[src/rtl/pe_row_drain.sv]
// pe_row_drain: once the whole row is done, selects each PE in turn and streams its accumulator out in index order.
// Latency: 2 cycles select-to-valid per PE, one entry in flight (<= 1 beat per 3 cycles).
// Backpressure: m_* held stable while m_valid_o & !m_ready_i. `define DRAIN_TIMEOUT_EN bounds the per-PE wait.
module pe_row_drain #(
    parameter int DATA_WIDTH     = 32,
    parameter int NUM_PE         = 4,
    parameter int TIMEOUT_CYCLES = 15,
    parameter int IDX_W          = (NUM_PE > 1) ? $clog2(NUM_PE) : 1
) (
    input  logic                         clk_i,
    input  logic                         rst_i,
    input  logic                         drain_start_i,
    input  logic [NUM_PE-1:0]            pe_done_i,
    input  logic [NUM_PE*DATA_WIDTH-1:0] pe_east_i,
    input  logic [NUM_PE-1:0]            pe_acc_valid_i,
    output logic [NUM_PE-1:0]            pe_select_acc_o,
    output logic [DATA_WIDTH-1:0]        m_data_o,
    output logic [IDX_W-1:0]             m_index_o,
    output logic                         m_last_o,
    output logic                         m_error_o,
    output logic                         m_valid_o,
    input  logic                         m_ready_i,
    output logic                         busy_o,
    output logic                         drain_done_o
);

    typedef enum logic [2:0] {
        S_IDLE,
        S_WAIT_DONE,
        S_WAIT_ACC,
        S_PRESENT,
        S_FINISH
    } state_t;

    localparam logic [IDX_W-1:0] LAST_IDX = IDX_W'(NUM_PE - 1);

    state_t                  state_q, state_d;
    logic [IDX_W-1:0]        idx_q, idx_d;
    logic [NUM_PE-1:0]       sel_q;
    logic [DATA_WIDTH-1:0]   east_sel;
    logic                    acc_hit;
    logic                    timeout;
    logic                    capture;
    logic                    unused_timeout_cfg;

    assign unused_timeout_cfg = (TIMEOUT_CYCLES > 1);

    always_comb begin
        east_sel = pe_east_i[int'(idx_q)*DATA_WIDTH +: DATA_WIDTH];
    end

    // Only the selected PE's valid counts; stale valids from the previous PE fall on another bit.
    assign acc_hit = pe_acc_valid_i[idx_q];
    assign capture = (state_q == S_WAIT_ACC) && (acc_hit || timeout);

`ifdef DRAIN_TIMEOUT_EN
    localparam int CNT_W = $clog2(TIMEOUT_CYCLES);

    logic [CNT_W-1:0] cnt_q;

    assign timeout = (cnt_q == CNT_W'(TIMEOUT_CYCLES - 1));

    // Counter sits at zero outside WAIT_ACC, so every entry starts a fresh window.
    always_ff @(posedge clk_i or posedge rst_i) begin
        if (rst_i) begin
            cnt_q <= '0;
        end else if (state_q != S_WAIT_ACC) begin
            cnt_q <= '0;
        end else if (!timeout) begin
            cnt_q <= cnt_q + 1'b1;
        end
    end

    always_ff @(posedge clk_i or posedge rst_i) begin
        if (rst_i) begin
            m_error_o <= 1'b0;
        end else if (capture) begin
            m_error_o <= !acc_hit;
        end
    end
`else
    assign timeout   = 1'b0;
    assign m_error_o = 1'b0;
`endif

    always_ff @(posedge clk_i or posedge rst_i) begin
        if (rst_i) begin
            state_q <= S_IDLE;
            idx_q   <= '0;
        end else begin
            state_q <= state_d;
            idx_q   <= idx_d;
        end
    end

    always_comb begin
        state_d = state_q;
        idx_d   = idx_q;
        unique case (state_q)
            S_IDLE: begin
                if (drain_start_i) begin
                    state_d = S_WAIT_DONE;
                    idx_d   = '0;
                end
            end
            S_WAIT_DONE: begin
                if (&pe_done_i) begin
                    state_d = S_WAIT_ACC;
                end
            end
            S_WAIT_ACC: begin
                if (acc_hit || timeout) begin
                    state_d = S_PRESENT;
                end
            end
            S_PRESENT: begin
                if (m_ready_i) begin
                    if (m_last_o) begin
                        state_d = S_FINISH;
                    end else begin
                        state_d = S_WAIT_ACC;
                        idx_d   = idx_q + 1'b1;
                    end
                end
            end
            S_FINISH: begin
                state_d = S_IDLE;
            end
            default: begin
                state_d = S_IDLE;
            end
        endcase
    end

    // Select follows the next state so it rises on the WAIT_ACC entry edge and drops on capture.
    always_ff @(posedge clk_i or posedge rst_i) begin
        if (rst_i) begin
            sel_q <= '0;
        end else if (state_d == S_WAIT_ACC) begin
            sel_q <= NUM_PE'(1) << idx_d;
        end else begin
            sel_q <= '0;
        end
    end

    always_ff @(posedge clk_i or posedge rst_i) begin
        if (rst_i) begin
            m_data_o  <= '0;
            m_index_o <= '0;
            m_last_o  <= 1'b0;
            m_valid_o <= 1'b0;
        end else if (capture) begin
            m_data_o  <= acc_hit ? east_sel : '0;
            m_index_o <= idx_q;
            m_last_o  <= (idx_q == LAST_IDX);
            m_valid_o <= 1'b1;
        end else if (m_valid_o && m_ready_i) begin
            m_valid_o <= 1'b0;
        end
    end

    assign pe_select_acc_o = sel_q;
    assign busy_o          = (state_q != S_IDLE);
    assign drain_done_o    = (state_q == S_FINISH);

endmodule

[config.mk]
export PLATFORM = sky130hd
export DESIGN_NAME = pe_row_drain
export DESIGN_NICKNAME = d
export VERILOG_FILES = /design/src/rtl/pe_row_drain.sv
export SDC_FILE = /design/constraint.sdc
export NUM_CORES = 1
export LEC_CHECK = 0
export CORE_ASPECT_RATIO = 1.25
export CORE_MARGIN = 3
export CORE_UTILIZATION = 30
export CTS_BUF_LIST = sky130_fd_sc_hd__clkbuf_8 sky130_fd_sc_hd__clkbuf_16
export DETAILED_ROUTE_END_ITERATION = 6
export PLACE_DENSITY = 0.71
export SLEW_MARGIN = 20
export SYNTH_ARGS = -nofsm -noshare
export SYNTH_HDL_FRONTEND = slang
export SYNTH_SLANG_ARGS = --single-unit
[constraint.sdc]
create_clock -name clk_i -period 2.2 [get_ports clk_i]
set_input_delay 0.44 -clock clk_i [delete_from_list [all_inputs] [get_ports clk_i]]
set_output_delay 0.44 -clock clk_i [all_outputs]
set_load 0.01 [all_outputs]
After elaboration in Yosys (flattened, before gate mapping)
Cells that the tools add are included.

Input port bits: 140. Word-level logic and storage cells: 39. Bits in registers: 45.

Muxes and demuxes: 16. Reductions and logical operators: 6. Shifts and indexed selects: 2. Order comparisons: 1. Equal/unequal tests: 6. $add $sub $neg: 1.

Operators with widths (number): 128-bit by 8-bit indexed part select with 32-bit output (1); 32-bit 2-to-1 mux (1); 3-bit 2-to-1 mux (5); 3-bit one-hot mux with 4 select lines (1); 3-bit by 2-bit equality test with 1-bit output, second input constant (3); 2-bit 2-to-1 mux (3); 4-bit 2-to-1 mux (1); 2-bit one-hot mux with 2 select lines (1); 4-bit AND reduction (1); 1-bit by 2-bit << shifter with 4-bit output, first input constant (1); 3-bit by 1-bit equality test with 1-bit output, second input constant (1); 3-bit equality test, second input constant (1); 3-bit logical NOT (1); 2-bit by 3-bit < comparator with 1-bit output, second input constant (1); 1-bit 2-to-1 mux (3); 3-bit nonzero test (1); 2-bit by 1-bit adder with 2-bit output, second input constant (1); 1-bit binary-select mux with 2-bit select (1); 2-bit equality test, second input constant (1); 1-bit logical AND (2); 2-bit nonzero test (1).

Logic depth before layout (Yosys ltp)
Gate-level depths: netlist of run 1.

Depth after elaboration: 6. Gate-level depth with buffers: 6. Mapped depth without buffers: 4.

Least setup slack after synthesis of run 1
No wires, ideal clock.

Path kind: register -> register. From: register idx_q[0]. To: register m_data_o[0]. Period minus slack after synthesis: 1.806 ns. Buffers on the path: 3. Data required time: 2.075 ns. Arrival: 1.681 ns. Stages on the path, launching flop included: 7. Slack: 0.394 ns. Cells stage by stage: dfrtp_1 -> buf_6 -> mux4_2 -> nand3b_2 -> buf_8 -> buf_12 -> mux2_4.

Cells in the longest elaborated chain, start to end: 3. Elaborated cells on any way between the ends: 5. Those cells by class: 1 x shift; 3 x mux; 1 x reduce/logical.

Ends and longest elaborated chain: start, declared (RTL line 38) `logic [IDX_W-1:0] idx_q, idx_d;`; start signal, assigned (RTL line 92) `idx_q <= idx_d;`; parallel branches: the longest is 3 deep, another holds 128-bit by 8-bit indexed part select with 32-bit output; end signal, assigned (RTL line 153) `m_data_o <= acc_hit ? east_sel : '0;`; end, declared (RTL line 17) `output logic [DATA_WIDTH-1:0] m_data_o,`.

Several ways; the timed one is not identified. The select of a mux whose other input is x is not followed. A chain may end at the register's enable or synchronous reset.

Final worst setup path of run 1
From: register state_q[0]. To: output port busy_o.

Cells in the longest elaborated chain, start to end: 1.

Ends and longest elaborated chain: start, declared (RTL line 37) `state_t state_q, state_d;`; start signal, assigned (RTL line 91) `state_q <= state_d;`; 3-bit nonzero test (RTL line 163) `assign busy_o = (state_q != S_IDLE);`; end, declared (RTL line 23) `output logic busy_o,`.

Every way passes these cells.

==> results of run 1 <==
[area by class of cell]
class | count | area, µm²
clock inverter | 3 | 38.8
timing repair buffer | 189 | 1910
clock buffer | 5 | 68.8
multi-input combinational | 98 | 1430
sequential | 45 | 1130
inverter | 4 | 15.0
fill | 762 | 3960
tap | 120 | 150
[metrics by stage]
stage / std cells / hold WS (ps) / setup WS (ps) / util, %
3_5_place_dp: 456 / 484 / 27.2 / 53.2
6_report: 464 / 486 / 141 / 54.5
4_1_cts: 464 / 493 / 125 / 54.5
2_1_floorplan: 161 / 534 / 394 / -
5_1_grt: 464 / 503 / 68.3 / 54.5
3_3_place_gp: 456 / 478 / 56.3 / 53.2
[routing by layer]
layer	global-route usage [%]	vias up	share of wire, %	wire length (µm)
met5	0	-	0	0
met4	2.96	0	0.94	75
met3	5.47	6	9.0	718
met2	29.8	109	55	4350
met1	16.4	1092	35	2820
li1	-	1001	-	-
[flip-flops by register name, indices dropped and copies added, names as in the netlist]
name             cells
m_data_o            32
m_valid_o            1
state_q              3
m_last_o             1
pe_select_acc_o      4
idx_q                2
m_index_o            2
[cells by family after synthesis]
logic type | count (synthesis) | share of synthesized area (%)
mux | 69 | 45.2
flops | 45 | 41.9
simple gates | 22 | 5.91
buf+inv | 18 | 4.89
compound gates | 5 | 1.54
fa+ha+maj | 1 | 0.465
other cells | 1 | 0.139
[layout by cell type, fill, tap and decap left out, types with 3 or more instances in the layout]
| cell type | n |
|---|---|
| mux2_2 | 14 |
| clkbuf_8 | 5 |
| buf_12 | 3 |
| mux4_2 | 33 |
| inv_1 | 4 |
| nand2_1 | 3 |
| mux2_1 | 3 |
| buf_4 | 5 |
| clkdlybuf4s50_1 | 181 |
| mux2_4 | 18 |
| dfrtp_1 | 44 |
[power by group]
part,internal (mW),leakage (nW),switching [mW]
combinational,1.94,1.28,1.09
sequential,1.23,0.549,0.251
clock,0.333,0.0593,0.267
total,3.50,1.89,1.60
[worst min-delay path by stage]
stage | startpoint | end | slack [ps] | cells after the start
4_1_cts | rst_i | m_valid_o | 490 | 2
3_3_place_gp | m_data_o[20] | m_data_o[20] | 480 | 1
2_1_floorplan | m_data_o[16] | m_data_o[16] | 530 | 1
3_5_place_dp | m_data_o[20] | m_data_o[20] | 480 | 1
6_report | rst_i | state_q[2] | 490 | 2
5_1_grt | rst_i | state_q[2] | 500 | 2
==> reports/metrics.yaml, run 1 <==
fp.dieW_um: 90.7
fin_skew_ps: 9.71
path_buf_inv: 1
async_flop_share_pct: 100
cts_buffers: 5
gr-usage-all-layers_pct: 15.6
yosysWarningCount: 0
die_h_um: 112
gr-total-overflow: 0
postRouteAntennaNets: 0
syn_nets: 302
drv_cap: 0
cp-startpoint: "state_q[0]"
wire_per_inst_um: 17.1
diodes: 0
avgSynthCellArea_um2: 16.7
cp-start-kind: "register"
finalSetupViolations: 0
cp_data_required_time_ps: 1760
synth_top_area_share_pct: 41.9
vias: 2208
grt_setup_unrepaired: "no"
synth_most_common_cell: "dfrtp_1"
period_needed_ps: 2060
place_congestion: 0.718
p_total_mw: 5.11
synth.area.top_cells: "dfrtp_1 (42%), mux4_2 (28%), mux2_4 (10%)"
drt-total-wl_mm: 7.96
ir_drop_v: 0.000442
grt_pass1_wl_mm: 12.6
numPortBuffers: 181
finalMaxSlewViolations: 0
cts_tree: "done"
start_util_pct: 30.9
drive_gt1_share_pct: 24.7
num_rows: 38
htreeDepth: 2
syn_to_final_growth_pct: 76.3
synth_cell_type_count: 34
core-area_mm2: 0.00870
placed_area_mm2: 0.00463
cts.sink_count: 45
ios: 183
tns_ps: 0
crit_path_end: "busy_o"
drt_first_pass_iters: 4
die_area_mm2: 0.0101
final_area_mm2: 0.00474
fmax_mhz: 486
cpPeakStageDelay_ps: 490
cts-hold-fix-buffers: 0
worstPathCellList: "or3_1 > clkdlybuf4s50_1"
endpoint_kind: "output pin"
cp_max_fo: 9
antenna_found_initial: 0
hold_path.class: "input port to async pin"
grt_max_degree: 23
grt_pass1_vias: 2380
clkLatencyLatePin_ps: 290
power_leakage_nw: 1.89
dp_hpwl_mm: 6.64
drcViolationCount: 0
nNetsFinal: 484
crit_cells: 2
finalHoldViolations: 0
min_period_over_period_pct: 93.6
drtIter0Drc: 22
pwr_density_cell_mw_per_mm2: 1080
synth-edff-count: 0
cts_resized: 0
r2r_end: "m_data_o[5]"
yosysSeqAreaShare_pct: 41.9
synth_area_mm2: 0.00269
clockBufferDepth: 2
synth-main-ff-cell: "dfrtp_1"
clk_pin_slew_worst_paths_ps: 90
r2r_start: "idx_q[0]"
via_per_inst: 4.76
yosysTopAreaCell: "dfrtp_1"
synth-seq-cells: 45
crit_family: "buffers and inverters"
netlist_instances: 161
r2r_cells: 4
status: "completed"
crit_slowest_cell: "clkdlybuf4s50_1"
cts_root_buf: "clkbuf_8"
synth_common_cells: "dfrtp_1 (45), mux4_2 (33), mux2_4 (18)"
worstPathArrival_ps: 1620
r2r_slack_ps: 420
cts_setup_buffers: 0
critical_path_class: "register to output pin"
(Power assumes the default switching activity.)
==> inputs of run 2 (changes only) <==
- CAP_MARGIN: unset -> 25
- CORE_UTILIZATION: 30 -> 36
- PLACE_DENSITY: 0.71 -> 0.82
==> run 2 against run 1 <==
Sequential power barely moved. Non-clock buffer count did not move. Worst setup slack got worse by 13 ps.
==> reports/metrics.yaml, run 2 (synthesis results as in run 1) <==
core-area_mm2: 0.00710
hold_path.class: "input port to async pin"
setup_ws_ps: 128
grt_max_degree: 26
finalMaxSlewViolations: 0
largest_reg_flops: 32
fp.dieW_um: 83.3
cts_tree: "done"
cts_root_buf: "clkbuf_8"
status: "completed"
final_cell_mix: "clkdlybuf4s50_1 (181), dfrtp_1 (44), mux4_2 (33)"
worstPathCellList: "or3_1 > clkdlybuf4s50_1"
p_total_mw: 5.12
drcViolationCount: 0
final_common_cell: "clkdlybuf4s50_1"
fin_skew_ps: 7.78
nFillCells: 539
clk_pin_slew_worst_paths_ps: 90
grt_pass1_wl_mm: 12.6
diodes: 0
clockBufferDepth: 2
via_per_inst: 5.22
worstPathArrival_ps: 1630
gr-total-overflow: 0
htreeDepth: 2
finalSetupViolations: 0
cts_buffers: 5
drtIter0Drc: 28
cp_max_fo: 9
die_area_mm2: 0.00855
antenna_found_initial: 0
pwr_density_cell_mw_per_mm2: 1090
clkLatencyLatePin_ps: 290
fmax_mhz: 483
cp_data_required_time_ps: 1760
ir_drop_v: 0.000519
dp_hpwl_mm: 6.73
top_register: "m_data_o"
drt_first_pass_iters: 4
finalHoldViolations: 0
num_rows: 34
nNetsFinal: 484
critical_path_class: "register to output pin"
drv_cap: 0
r2r_start: "idx_q[0]"
pre_cts_ws_ps: -5.08
ios: 183
drive_gt1_share_pct: 24.7
endpoint_kind: "output pin"
cts_resized: 0
place_congestion: 0.794
cp-startpoint: "state_q[0]"
syn_to_final_growth_pct: 75.2
crit_slowest_cell: "dfrtp_1"
cpPeakStageDelay_ps: 490
cts.sink_count: 45
gr-usage-all-layers_pct: 18.9
final_core_util_pct: 66.3
vias: 2264
power_leakage_nw: 1.89
cts_setup_buffers: 0
grt_pass1_vias: 2428
postRouteAntennaNets: 0
cts-hold-fix-buffers: 0
wire_per_inst_um: 18.7
drt-total-wl_mm: 8.10
start_util_pct: 37.8
numPortBuffers: 181
min_period_over_period_pct: 94.2
die_h_um: 103
cp-start-kind: "register"
period_needed_ps: 2070
grt_setup_unrepaired: "no"
-- run 2: cell types whose count changed in the layout (fill, tap and decap cells not counted), sizes merged --
| cell | change |
|---|---|
| clkinv | -1 |
| clkbuf | +1 |
-- run 2: critical path, delay by kind of cell (launching register included) --
family                 cells  cell delay, ps
buffers and inverters      1             480
DFF                        1             490
and+or+nand+nor            1             370
-- run 2: cell type report --
class | instances | area (µm²) | share of cell area, %
Timing Repair Buffer | 189 | 1910 | 40.5
Clock inverter | 2 | 33.8 | 0.717
Multi-Input combinational cell | 98 | 1430 | 30.4
Sequential cell | 45 | 1130 | 23.9
Inverter | 4 | 15.0 | 0.319
Tap cell | 90 | 113 | 2.39
Clock buffer | 6 | 82.6 | 1.75
-- run 2: final timing paths --
check,cells past startpoint,end,slack (ps)
worst max-delay path,2,busy_o,130
worst min-delay path,2,m_data_o[4],470
worst max register to register,5,pe_select_acc_o[1],400
worst min register to register,1,m_data_o[20],490
max in group asynchronous,3,idx_q[0],1220
min in group clk_i,1,m_data_o[20],490
-- run 2: report_power, final --
part | leakage, nW | switching, mW | internal [mW]
clock | 0.0626 | 0.269 | 0.366
combinational | 1.28 | 1.07 | 1.93
sequential | 0.549 | 0.258 | 1.23
total | 1.89 | 1.60 | 3.52
-- run 2: per-stage QoR --
| step | instance area, µm² | hold WS, ps | cells | TNS [ps] |
|---|---|---|---|---|
| final | 4710 | 471 | 434 | 0 |
| after floorplan | 2690 | 534 | 161 | 0 |
| after detailed placement | 4600 | 485 | 426 | -5.08 |
| after CTS | 4710 | 473 | 434 | 0 |
| after global routing | 4710 | 502 | 434 | 0 |
| after global placement | 4600 | 480 | 426 | 0 |
-- run 2: metal layers --
layer	vias up	GRT usage (%)	routed length, µm	share of wire, %
met1	1143	21.0	2790	34
met3	6	6.71	739	9.1
li1	1001	-	-	-
met4	0	3.52	71	0.88
met5	-	0	0	0
met2	114	35.3	4500	56
